[src/rtl/shift_seq_pkg.sv]
// Shared encodings and helpers for the shift sequencer and its serializer.
package shift_seq_pkg;

  localparam logic [1:0] ST_IDLE  = 2'd0;
  localparam logic [1:0] ST_SHIFT = 2'd1;
  localparam logic [1:0] ST_DONE  = 2'd2;

  localparam logic DIR_UP   = 1'b0;
  localparam logic DIR_DOWN = 1'b1;

  typedef enum logic [1:0] {
    S_IDLE  = ST_IDLE,
    S_SHIFT = ST_SHIFT,
    S_DONE  = ST_DONE
  } state_e;

  // Requested lengths above the register width are clamped to the width.
  function automatic int unsigned clamp_len(input int unsigned len, input int unsigned max_len);
    int unsigned r;
    if (len > max_len) begin
      r = max_len;
    end else begin
      r = len;
    end
    return r;
  endfunction

endpackage

[src/rtl/shift_seq_ser.sv]
// Load/shift-right pattern buffer; bit 0 is the bit on the wire, bit 1 the one after it.
module shift_seq_ser #(
  parameter int MSB = 16
) (
  input  logic           clk,
  input  logic           rst,
  input  logic           load,
  input  logic           step,
  input  logic [MSB-1:0] load_data,
  output logic           lsb,
  output logic           lsb_next
);

  logic [MSB-1:0] buf_q;
  logic [MSB-1:0] buf_d;

  // Next buffer value: load wins over step, zero fill on step.
  always_comb begin
    buf_d = buf_q;
    if (load) begin
      buf_d = load_data;
    end else if (step) begin
      buf_d = {1'b0, buf_q[MSB-1:1]};
    end else begin
      buf_d = buf_q;
    end
  end

  // Buffer register.
  always_ff @(posedge clk or posedge rst) begin
    if (rst) begin
      buf_q <= {MSB{1'b0}};
    end else begin
      buf_q <= buf_d;
    end
  end

  assign lsb      = buf_q[0];
  assign lsb_next = buf_q[1];

endmodule

[src/rtl/shift_sequencer.sv]
// Command-driven controller serializing a pattern onto a bidirectional shift register.
module shift_sequencer
  import shift_seq_pkg::*;
#(
  parameter int MSB   = 16,
  parameter int LEN_W = $clog2(MSB + 1)
) (
  input  logic             clk,
  input  logic             rst,
  input  logic             cmd_valid,
  output logic             cmd_ready,
  input  logic             cmd_dir,
  input  logic [LEN_W-1:0] cmd_len,
  input  logic [MSB-1:0]   cmd_data,
  input  logic             hold,
  input  logic             abort,
  output logic             sr_en,
  output logic             sr_dir,
  output logic             sr_d,
  output logic             busy,
  output logic             done,
  output logic             aborted,
  output logic [LEN_W-1:0] bit_cnt
);

  state_e             state_q, state_d;
  logic [LEN_W-1:0]   len_q, len_d;
  logic [LEN_W-1:0]   bit_cnt_q, bit_cnt_d;
  logic               cmd_ready_q, cmd_ready_d;
  logic               sr_en_q, sr_en_d;
  logic               sr_dir_q, sr_dir_d;
  logic               sr_d_q, sr_d_d;
  logic               busy_q, busy_d;
  logic               done_q, done_d;
  logic               aborted_q, aborted_d;
  logic               load_s;
  logic               step_s;
  logic               ser_lsb_s;
  logic               ser_lsb_next_s;
  logic [LEN_W-1:0]   len_eff_s;

  assign len_eff_s = LEN_W'(clamp_len(32'(cmd_len), MSB));

  shift_seq_ser #(.MSB(MSB)) u_ser (
    .clk       (clk),
    .rst       (rst),
    .load      (load_s),
    .step      (step_s),
    .load_data (cmd_data),
    .lsb       (ser_lsb_s),
    .lsb_next  (ser_lsb_next_s)
  );

  // Next state, counter and buffer control. The buffer advances exactly on the
  // cycles where sr_en is high, so the register and the buffer never disagree.
  always_comb begin
    state_d   = state_q;
    len_d     = len_q;
    bit_cnt_d = bit_cnt_q;
    sr_dir_d  = sr_dir_q;
    aborted_d = 1'b0;
    load_s    = 1'b0;
    step_s    = 1'b0;
    case (state_q)
      S_IDLE: begin
        if (cmd_valid && cmd_ready_q) begin
          load_s    = 1'b1;
          len_d     = len_eff_s;
          sr_dir_d  = cmd_dir;
          bit_cnt_d = {LEN_W{1'b0}};
          state_d   = (len_eff_s == {LEN_W{1'b0}}) ? S_DONE : S_SHIFT;
        end else begin
          state_d = S_IDLE;
        end
      end
      S_SHIFT: begin
        if (abort) begin
          state_d   = S_IDLE;
          aborted_d = 1'b1;
        end else if (sr_en_q) begin
          step_s    = 1'b1;
          bit_cnt_d = bit_cnt_q + LEN_W'(1);
          state_d   = (bit_cnt_q == (len_q - LEN_W'(1))) ? S_DONE : S_SHIFT;
        end else begin
          state_d = S_SHIFT;
        end
      end
      S_DONE: begin
        state_d = S_IDLE;
      end
      default: begin
        state_d = S_IDLE;
      end
    endcase
  end

  // Registered outputs derived from the upcoming state; hold only gates SHIFT-to-SHIFT cycles.
  always_comb begin
    sr_en_d     = (state_d == S_SHIFT) && ((state_q != S_SHIFT) || !hold);
    sr_d_d      = 1'b0;
    cmd_ready_d = (state_d == S_IDLE);
    busy_d      = (state_d != S_IDLE);
    done_d      = (state_d == S_DONE);
    if (state_d == S_SHIFT) begin
      sr_d_d = load_s ? cmd_data[0] : (step_s ? ser_lsb_next_s : ser_lsb_s);
    end else begin
      sr_d_d = 1'b0;
    end
  end

  // State and output registers.
  always_ff @(posedge clk or posedge rst) begin
    if (rst) begin
      state_q     <= S_IDLE;
      len_q       <= {LEN_W{1'b0}};
      bit_cnt_q   <= {LEN_W{1'b0}};
      cmd_ready_q <= 1'b1;
      sr_en_q     <= 1'b0;
      sr_dir_q    <= DIR_UP;
      sr_d_q      <= 1'b0;
      busy_q      <= 1'b0;
      done_q      <= 1'b0;
      aborted_q   <= 1'b0;
    end else begin
      state_q     <= state_d;
      len_q       <= len_d;
      bit_cnt_q   <= bit_cnt_d;
      cmd_ready_q <= cmd_ready_d;
      sr_en_q     <= sr_en_d;
      sr_dir_q    <= sr_dir_d;
      sr_d_q      <= sr_d_d;
      busy_q      <= busy_d;
      done_q      <= done_d;
      aborted_q   <= aborted_d;
    end
  end

  assign cmd_ready = cmd_ready_q;
  assign sr_en     = sr_en_q;
  assign sr_dir    = sr_dir_q;
  assign sr_d      = sr_d_q;
  assign busy      = busy_q;
  assign done      = done_q;
  assign aborted   = aborted_q;
  assign bit_cnt   = bit_cnt_q;

endmodule

[config.mk]
export PLATFORM = sky130hd
export DESIGN_NAME = shift_sequencer
export DESIGN_NICKNAME = d
export VERILOG_FILES = /design/src/rtl/shift_seq_pkg.sv /design/src/rtl/shift_seq_ser.sv /design/src/rtl/shift_sequencer.sv
export SDC_FILE = /design/constraint.sdc
export NUM_CORES = 1
export LEC_CHECK = 0
export ABC_CLOCK_PERIOD_IN_PS = 3000
export BUFFER_PORTS_ARGS = -buffer_cell sky130_fd_sc_hd__buf_2
export CAP_MARGIN = 25
export CORE_MARGIN = 4
export CORE_UTILIZATION = 45
export DETAILED_ROUTE_END_ITERATION = 6
export GPL_TIMING_DRIVEN = 0
export PLACE_DENSITY = 0.8
export SLEW_MARGIN = 20
export SYNTH_ARGS = -nofsm -noshare
export SYNTH_HDL_FRONTEND = slang
export SYNTH_SLANG_ARGS = --single-unit
[constraint.sdc]
create_clock -name clk -period 3 [get_ports clk]
set_input_delay 0.45 -clock clk [delete_from_list [all_inputs] [get_ports clk]]
set_output_delay 0.45 -clock clk [all_outputs]
set_load 0.1 [all_outputs]
* Word level (Yosys, flattened, before mapping) *
Cells that the tools add are included.

operators by class
  order comparisons = 1
  mux-type cells = 23
  eq/ne operators = 8
  reductions and logical operators = 12
  add/sub/neg operators = 2

operator list
  cell                                                                     count
  16-bit 2-to-1 mux                                                        2
  5-bit 2-to-1 mux                                                         4
  1-bit 2-to-1 mux                                                         10
  2-bit 2-to-1 mux                                                         5
  5-bit one-hot mux with 2 select lines                                    1
  2-bit inequality test, second input constant                             3
  2-bit nonzero test                                                       3
  5-bit by 1-bit adder with 5-bit output, second input constant            1
  5-bit equality test                                                      1
  5-bit greater-than comparator, second input constant                     1
  5-bit logical NOT                                                        1
  5-bit by 1-bit subtractor with 5-bit output, second input constant       1
  2-bit by 1-bit equality test with 1-bit output, second input constant    2
  2-bit logical NOT                                                        2
  2-bit one-hot mux with 2 select lines                                    1
  4-bit AND reduction                                                      1
  2-bit equality test, second input constant                               1
  1-bit logical AND                                                        2
  2-bit by 1-bit inequality test with 1-bit output, second input constant  1
  2-bit AND reduction                                                      1
  1-bit logical NOT                                                        1
  1-bit logical OR                                                         1

word-level totals
  input bits = 27
  flip-flop bits (word level) = 35
  output and inout bits = 12
  logic and storage cells = 57

* Longest topological paths before layout *
Gate-level depths: netlist of run 1.

  depth after elaboration = 8
  gate-level depth with buffers = 6
  depth with buffers taken out = 6

* Modules after synthesis *
Synthesis of run 1 repeated with hierarchy kept, for this count alone.

second synthesis, totals
  cells, all modules = 160
  area total of the unflattened synthesis = 1684.1 um2

by module, submodules not included
  module           times used  area each (um2)  sequential area each (um2)  cells an instance
  shift_sequencer  1           938.4            476.7                       90
  shift_seq_ser    1           745.7            400.4                       70

* Worst setup path after synthesis of run 1 *
No wires, ideal clock.

  path type = register to register
  start point = register bit_cnt_q[2] (netlist: bit_cnt[2])
  end point = register sr_en_q (netlist: sr_en)
  path slack = 857 ps
  clock period less this slack = 2143 ps
  stages on the path, launching flop included = 5
  library setup time = 138 ps
  data required time = 2862 ps
  arrival = 2004 ps
  path buffers = 0
  cells stage by stage = dfrtp_1 > xor3_1 > nor3_1 > a41o_1 > a22oi_2

on the way
  cells in the longest elaborated chain, start to end = 7

ends and longest elaborated chain
  item                                            line                    text
  from (decl)                                     shift_sequencer.sv:28   logic [LEN_W-1:0] bit_cnt_q, bit_cnt_d;
  from (signal assigned)                          shift_sequencer.sv:116  bit_cnt_q <= {LEN_W{1'b0}};
  from (signal assigned)                          shift_sequencer.sv:127  bit_cnt_q <= bit_cnt_d;
  5-bit equality test                             shift_sequencer.sv:83   state_d = (bit_cnt_q == (len_q - LEN_W'(1))) ? S_DONE : S_SHIFT;
  2-bit 2-to-1 mux                                shift_sequencer.sv:83
  2-bit 2-to-1 mux                                shift_sequencer.sv:80   end else if (sr_en_q) begin
  2-bit 2-to-1 mux                                shift_sequencer.sv:77   if (abort) begin
  2-bit one-hot mux with 2 select lines           shift_sequencer.sv:64   case (state_q)
  2-bit by 1-bit equality test with 1-bit output  shift_sequencer.sv:99   sr_en_d = (state_d == S_SHIFT) && ((state_q != S_SHIFT) || !hold);
  1-bit logical AND                               shift_sequencer.sv:99
  net sr_en_d                                     shift_sequencer.sv:30   logic sr_en_q, sr_en_d;
  to (signal assigned)                            shift_sequencer.sv:129  sr_en_q <= sr_en_d;
  to (decl)                                       shift_sequencer.sv:30

The timed path passes the listed nets, and every way through them passes these cells.
A chain may end at the register's enable or synchronous reset.

* Worst setup path in the final report of run 1 *
  start point = register len_q[0]
  end point = register state_q[0]

on the way
  cells in the longest elaborated chain, start to end = 6

ends and longest elaborated chain
  item                                         line                    text
  from (decl)                                  shift_sequencer.sv:27   logic [LEN_W-1:0] len_q, len_d;
  from (signal assigned)                       shift_sequencer.sv:115  len_q <= {LEN_W{1'b0}};
  from (signal assigned)                       shift_sequencer.sv:126  len_q <= len_d;
  5-bit by 1-bit subtractor with 5-bit output  shift_sequencer.sv:83
  5-bit equality test                          shift_sequencer.sv:83
  2-bit 2-to-1 mux                             shift_sequencer.sv:83
  2-bit 2-to-1 mux                             shift_sequencer.sv:80
  2-bit 2-to-1 mux                             shift_sequencer.sv:77
  2-bit one-hot mux with 2 select lines        shift_sequencer.sv:64
  net state_d[0]                               shift_sequencer.sv:26   state_e state_q, state_d;
  to (signal assigned)                         shift_sequencer.sv:125  state_q <= state_d;
  to (decl)                                    shift_sequencer.sv:26

The timed path passes the listed nets, and every way through them passes these cells.

==> results.yml, run 1 <==
detailed_routing:
  vias: 1225
  wl_per_cell_um: 13.3
  vias_per_cell: 5.02
  antenna_left: 0
  wl_um: 3250
  drc: 0
  initialDrtViolationCount: 31
  first_pass_iters: 4
final_layout:
  fillers: 353
  drive_above_1_share_pct: 29.8
  area_growth_pct: 19.2
  final_cell_mix: "buf_2 (45), nand2_1 (37), dfrtp_1 (34)"
  nNetsFinal: 226
  n_antenna_cell: 0
  fin_util_pct: 55.7
  final-instance-count-excl-fill: 244
  final_common_cell: "buf_2"
synthesis:
  yosysUniqueCellTypes: 29
  synthCells: 152
  seq_area_frac_synth_pct: 55.8
  synth_fp_nets: 181
  syn_area_per_cell_um2: 10.3
  synth-seq-cells: 35
  ys_warn_count: 0
  synth_edf_count: 0
  synth_area_um2: 1570
  synth_top_cell_area_share_pct: 54.1
  async_flop_share_pct: 100
  synth.top_cells.by_area: "dfrtp_1 (54%), nand2_1 (8.8%), a22oi_1 (7.2%)"
  synth_top_flop_cell: "dfrtp_1"
  synth_top_area_cell: "dfrtp_1"
timing:
  timing.final.ws_setup_ps: 1230
  finalCriticalPeriod_ps: 1770
  period_share_pct: 58.9
  final_hold_viol_count: 0
  relSlewSlack_pct: 52.3
  fin_skew_ps: 14.3
  rsz0062_at_grt: "no"
  finalSetupViolCount: 0
  maxSlewViolCount: 0
  fmax_mhz: 566
  tns_ps: 0
  worstMarginPinSlew_ps: 714
setup_path:
  critical_path_class: "flip-flop to flip-flop"
  crit_chain: "inv_1 -> ha_1 -> xor3_1 -> nor3_1 -> a41o_1 -> nand2_1"
  cp_num_buf_inv: 1
  r2r_slack_ps: 1230
  r2r_cells: 6
  r2r-start: "len_q[0]$_DFFE_PP0P_"
  max_stage_delay_ps: 390
  cp_max_fo: 3
  r2r_end: "state_q[0]$_DFF_PP0_"
  cpMaxStageDelayCell: "dfrtp_1"
  crit_arrival_ps: 1990
  worstPathRequired_ps: 3230
  path_delay_family: "flip-flops"
  cp-start-kind: "flip-flop"
  cp-end-kind: "flip-flop"
floorplanning:
  start_util_pct: 46.8
  die_x_um: 67.1
  coreArea_um2: 3360
  die_h_um: 67.1
  die_area_um2: 4510
  pin_count: 39
  rows: 21
global_routing:
  first_global_vias: 1208
  grt_util_all_layers_pct: 16.2
  overflow: 0
  grt_max_degree: 36
  antenna_found_initial: 0
  grt_pass1_wl_um: 5400
power_and_ir_drop:
  fin_total_pwr_mw: 2.06
  p_leak_nw: 0.974
  ir_worst_vdd_v: 0.000353
  power_density_nw_per_um2: 1100
placed_design:
  dpl_worst_slack_ps: 1220
  place.gp.congestion: 0.791
  dp_cells: 236
  hpwlAfterDp_um: 2400
  numPortBuffers: 38
clock_tree:
  clk_pin_slew_worst_paths_ps: 110
  cts_buffers: 5
  cts_tree: "done"
  root_buffer: "clkbuf_4"
  clockBufferDepth: 2
  clock_sinks: 35
  htreeDepth: 2
  cts_hold_buf: 0
  clk_latency_ps: 350
  ctsResizeCount: 0
  cts_setup_buffers: 0
run:
  cap_viol_max_count: 0
outcome:
  outcome: "completed"
worst_hold_path:
  worstHoldPathType: "input pin to async pin"
## per-stage QoR
step / hold slack (ps) / cell area (µm²)
floorplan: 446 / 1570
global placement: 460 / 1820
detailed placement: 466 / 1820
CTS: 220 / 1870
global route: 247 / 1870
finish: 198 / 1870
## synthesized netlist by cell type, types with 2 or more instances
library cell and instances:
xor2_1 5, nor3b_1 2, o21ai_0 9, buf_2 7, inv_1 7, nand3b_1 4, a22oi_1 15, nor4bb_1 2
nand2_1 37, nor3_1 2, ha_1 2, nor2_1 5, nand4_1 2, mux2_2 2, dfrtp_1 34, xnor2_1 4
## worst max path at each step
stage	start	to	slack (ps)	cells after the start
after floorplan	bit_cnt[2]$_DFFE_PP0P_	sr_en$_DFF_PP0_	860	4
after global placement	len_q[0]$_DFFE_PP0P_	sr_d$_DFF_PP0_	1280	6
after detailed placement	len_q[0]$_DFFE_PP0P_	state_q[0]$_DFF_PP0_	1220	6
after CTS	len_q[0]$_DFFE_PP0P_	state_q[0]$_DFF_PP0_	1210	6
after global routing	len_q[0]$_DFFE_PP0P_	state_q[0]$_DFF_PP0_	1130	6
final	len_q[0]$_DFFE_PP0P_	state_q[0]$_DFF_PP0_	1230	6
## report_power, final
part           leakage [nW]  switching (mW)  internal (mW)
clock                0.0282           0.161         0.0904
sequential            0.446           0.123          0.666
combinational         0.500           0.720          0.299
## sequential cells by signal (all words and copies together), names as in the netlist
signal,count
u_ser.buf_q,16
bit_cnt,5
len_q,5
state_q,2
aborted,1
busy,1
cmd_ready,1
done,1
sr_d,1
sr_dir,1
sr_en,1
## cell families (layout without fill, tap and decap cells)
group                    after synthesis  after routing  synth area share, %
flip-flops                            35             35                 55.8
XOR/XNOR                              10             10                 6.52
AO/OA/AOI/OAI                         29             29                 12.8
AND/OR/NAND/NOR                       60             60                 18.0
multiplexers                           2              2                 1.43
buffers and inverters                 14             60                 3.90
adder cells (fa/ha/maj)                2              2                 1.59
## routing by layer
metal,vias to the layer above,GRT usage [%],part of all wire (%)
li1,612,-,-
met1,570,20.1,44
met4,0,7.34,1.5
met5,-,0,0
met3,6,5.23,7.5
met2,37,25.6,47
## layout make-up
class                   count  area, µm²  share of cell area [%]
plain buffers               7       35.0                    1.87
clock buffers               6       41.3                    2.20
clock inverters             2       12.5                   0.668
inverters                   7       26.3                    1.40
multi-input cells         103        634                    33.8
flip-flops and latches     35        877                    46.8
well taps                  46       57.6                    3.07
repair buffers             38        190                    10.1
Note: power is estimated with default switching activity, not from simulation.
==> run 2, diff against run 1 <==
ABC_AREA = 1   (was unset)
ABC_CLOCK_PERIOD_IN_PS = 1500   (was 3000)
PLACE_DENSITY = 0.82   (was 0.8)
clock period = 1.5 ns   (was 3 ns; I/O delays follow)
==> results.yml, run 2 <==
final_layout:
  regMostFlops: "u_ser.buf_q"
  drive_above_1_share_pct: 38.9
  area_growth_pct: 26.0
  final_area_um2: 2270
  final_common_cell: "nand2_1"
  final_cell_mix: "nand2_1 (55), buf_2 (39), inv_1 (32)"
  fin_util_pct: 60.3
  n_antenna_cell: 0
  fillers: 332
  largest_reg_flops: 16
  nNetsFinal: 290
timing:
  finalSetupViolCount: 0
  worstMarginPinSlew_ps: 721
  rsz0062_at_grt: "yes"
  relSlewSlack_pct: 51.8
  fmax_mhz: 670
  finalCriticalPeriod_ps: 1490
  final_hold_viol_count: 0
  fin_skew_ps: 3.10
  period_share_pct: 99.5
  maxSlewViolCount: 0
floorplanning:
  rows: 22
  coreArea_um2: 3770
  die_x_um: 71.3
  die_h_um: 71.3
  pin_count: 39
  die_area_um2: 5080
  start_util_pct: 47.8
power_and_ir_drop:
  power_density_nw_per_um2: 2180
  ir_worst_vdd_v: 0.00146
  p_leak_nw: 1.17
synthesis:
  synthCells: 206
  yosysUniqueCellTypes: 29
  synth_top_cell_area_share_pct: 47.2
  synth.top_cells.by_area: "dfrtp_1 (47%), nand2_1 (12%), inv_1 (7.5%)"
  synth_top_area_cell: "dfrtp_1"
  ys_warn_count: 0
  synth_top_flop_cell: "dfrtp_1"
  synth_area_um2: 1800
  synthTopCellsByCount: "nand2_1 (57), inv_1 (36), dfrtp_1 (34)"
  synth_fp_nets: 235
  seq_area_frac_synth_pct: 48.6
  synth-seq-cells: 35
  syn_area_per_cell_um2: 8.75
  synth_most_common_cell: "nand2_1"
  async_flop_share_pct: 100
  synth_edf_count: 0
detailed_routing:
  first_pass_iters: 4
  vias_per_cell: 4.97
  drc: 0
  wl_um: 3910
  vias: 1541
  initialDrtViolationCount: 90
  wl_per_cell_um: 12.6
  antenna_left: 0
clock_tree:
  cts_tree: "done"
  htreeDepth: 2
  cts_hold_buf: 0
  clk_pin_slew_worst_paths_ps: 60
  clockBufferDepth: 2
  root_buffer: "clkbuf_8"
  clock_sinks: 35
  clk_latency_ps: 290
  cts_buffers: 5
placed_design:
  placed_area_um2: 2070
  place.gp.congestion: 0.811
  numPortBuffers: 38
  hpwlAfterDp_um: 2880
setup_path:
  crit_chain: "inv_2 -> ha_4 -> nand2_2 -> inv_2 -> nor2_1 -> nand2_1 -> nor2_2 -> nand4_1 -> nand2_2 -> a21oi_2"
  crit_arrival_ps: 1660
  cpMaxStageDelayCell: "dfrtp_1"
  cp_max_fo: 3
  cp-start-kind: "flip-flop"
  critical_path_class: "flip-flop to flip-flop"
  path_delay_family: "simple AND/OR/NAND/NOR gates"
  cp_num_buf_inv: 2
  cp-end-kind: "flip-flop"
  max_stage_delay_ps: 400
  worstPathRequired_ps: 1670
global_routing:
  grt_max_degree: 36
  antenna_found_initial: 0
  grt_pass1_wl_um: 6600
  overflow: 0
  grt_util_all_layers_pct: 16.4
  first_global_vias: 1450
run:
  cap_viol_max_count: 0
outcome:
  outcome: "completed"
worst_hold_path:
  worstHoldPathType: "input pin to async pin"
run 2: power breakdown:
part	switching, mW	leakage (nW)	internal (mW)
Sequential	0.207	0.436	1.34
Combinational	1.77	0.685	0.891
Clock	0.320	0.0515	0.419
Total	2.29	1.17	2.65
run 2: cell type report:
type	count	area [µm²]	share of cell area (%)
plain buffers	5	52.6	2.31
clock buffers	8	100	4.41
inverters	40	150	6.61
multi-input cells	126	753	33.1
flip-flops and latches	35	888	39.1
well taps	48	60.1	2.64
repair buffers	48	268	11.8
run 2: routing by layer:
layer  track usage (%)  up-vias  wire [µm]
met3              4.63        6        247
li1                  -      764          -
met5                 0        -          0
met2              27.0       49       1960
met4              6.26        0         64
met1              20.3      722       1640
run 2: worst paths after layout:
check | cells past startpoint | startpoint | endpoint | slack (ps)
worst min register to register | 2 | u_ser.buf_q[10]$_DFFE_PP0P_ | u_ser.buf_q[10]$_DFFE_PP0P_ | 500
worst min-delay path | 2 | rst | done$_DFF_PP0_ | 50
worst max register to register | 10 | len_q[0]$_DFFE_PP0P_ | sr_d$_DFF_PP0_ | 7
worst max-delay path | 10 | len_q[0]$_DFFE_PP0P_ | sr_d$_DFF_PP0_ | 7
min in group clk | 3 | cmd_data[4] | u_ser.buf_q[4]$_DFFE_PP0P_ | 140
max in group asynchronous | 2 | rst | bit_cnt[1]$_DFFE_PP0P_ | 940
run 2: worst reg2reg max path: stages (launching register included):
cell     delay (ps)
dfrtp_1         400
inv_2            80
ha_4            200
nand2_2          60
inv_2            30
nor2_1           90
nand2_1          70
nor2_2          150
nand4_1         120
nand2_2         120
a21oi_2          60
run 2: kinds of logic after synthesis:
group,share of synthesized area (%)
AOI/OAI and AO/OA,13.5
adders and majority gates,1.39
buffers and inverters,10.9
DFF,48.6
and+or+nand+nor,25.5
run 2: stage by stage:
stage,setup TNS (ps),hold slack (ps),power (mW),std cells,setup WS (ps)
6_report,0,53.3,4.94,310,7.20
3_5_place_dp,-488,389,3.97,292,-152
4_1_cts,-4.85,75.5,4.75,301,-4.85
2_1_floorplan,-672,331,3.53,206,-59.3
5_1_grt,-197,124,5.30,310,-58.7
3_3_place_gp,-643,425,3.90,292,-126
run 2: timing repair:
action,in CTS,in global routing
pin swaps,1,6
buffers inserted,1,9
cloned,0,0
endpoints found under the setup margin,6,24
hold endpoints to repair,0,0
gates resized for setup,3,8
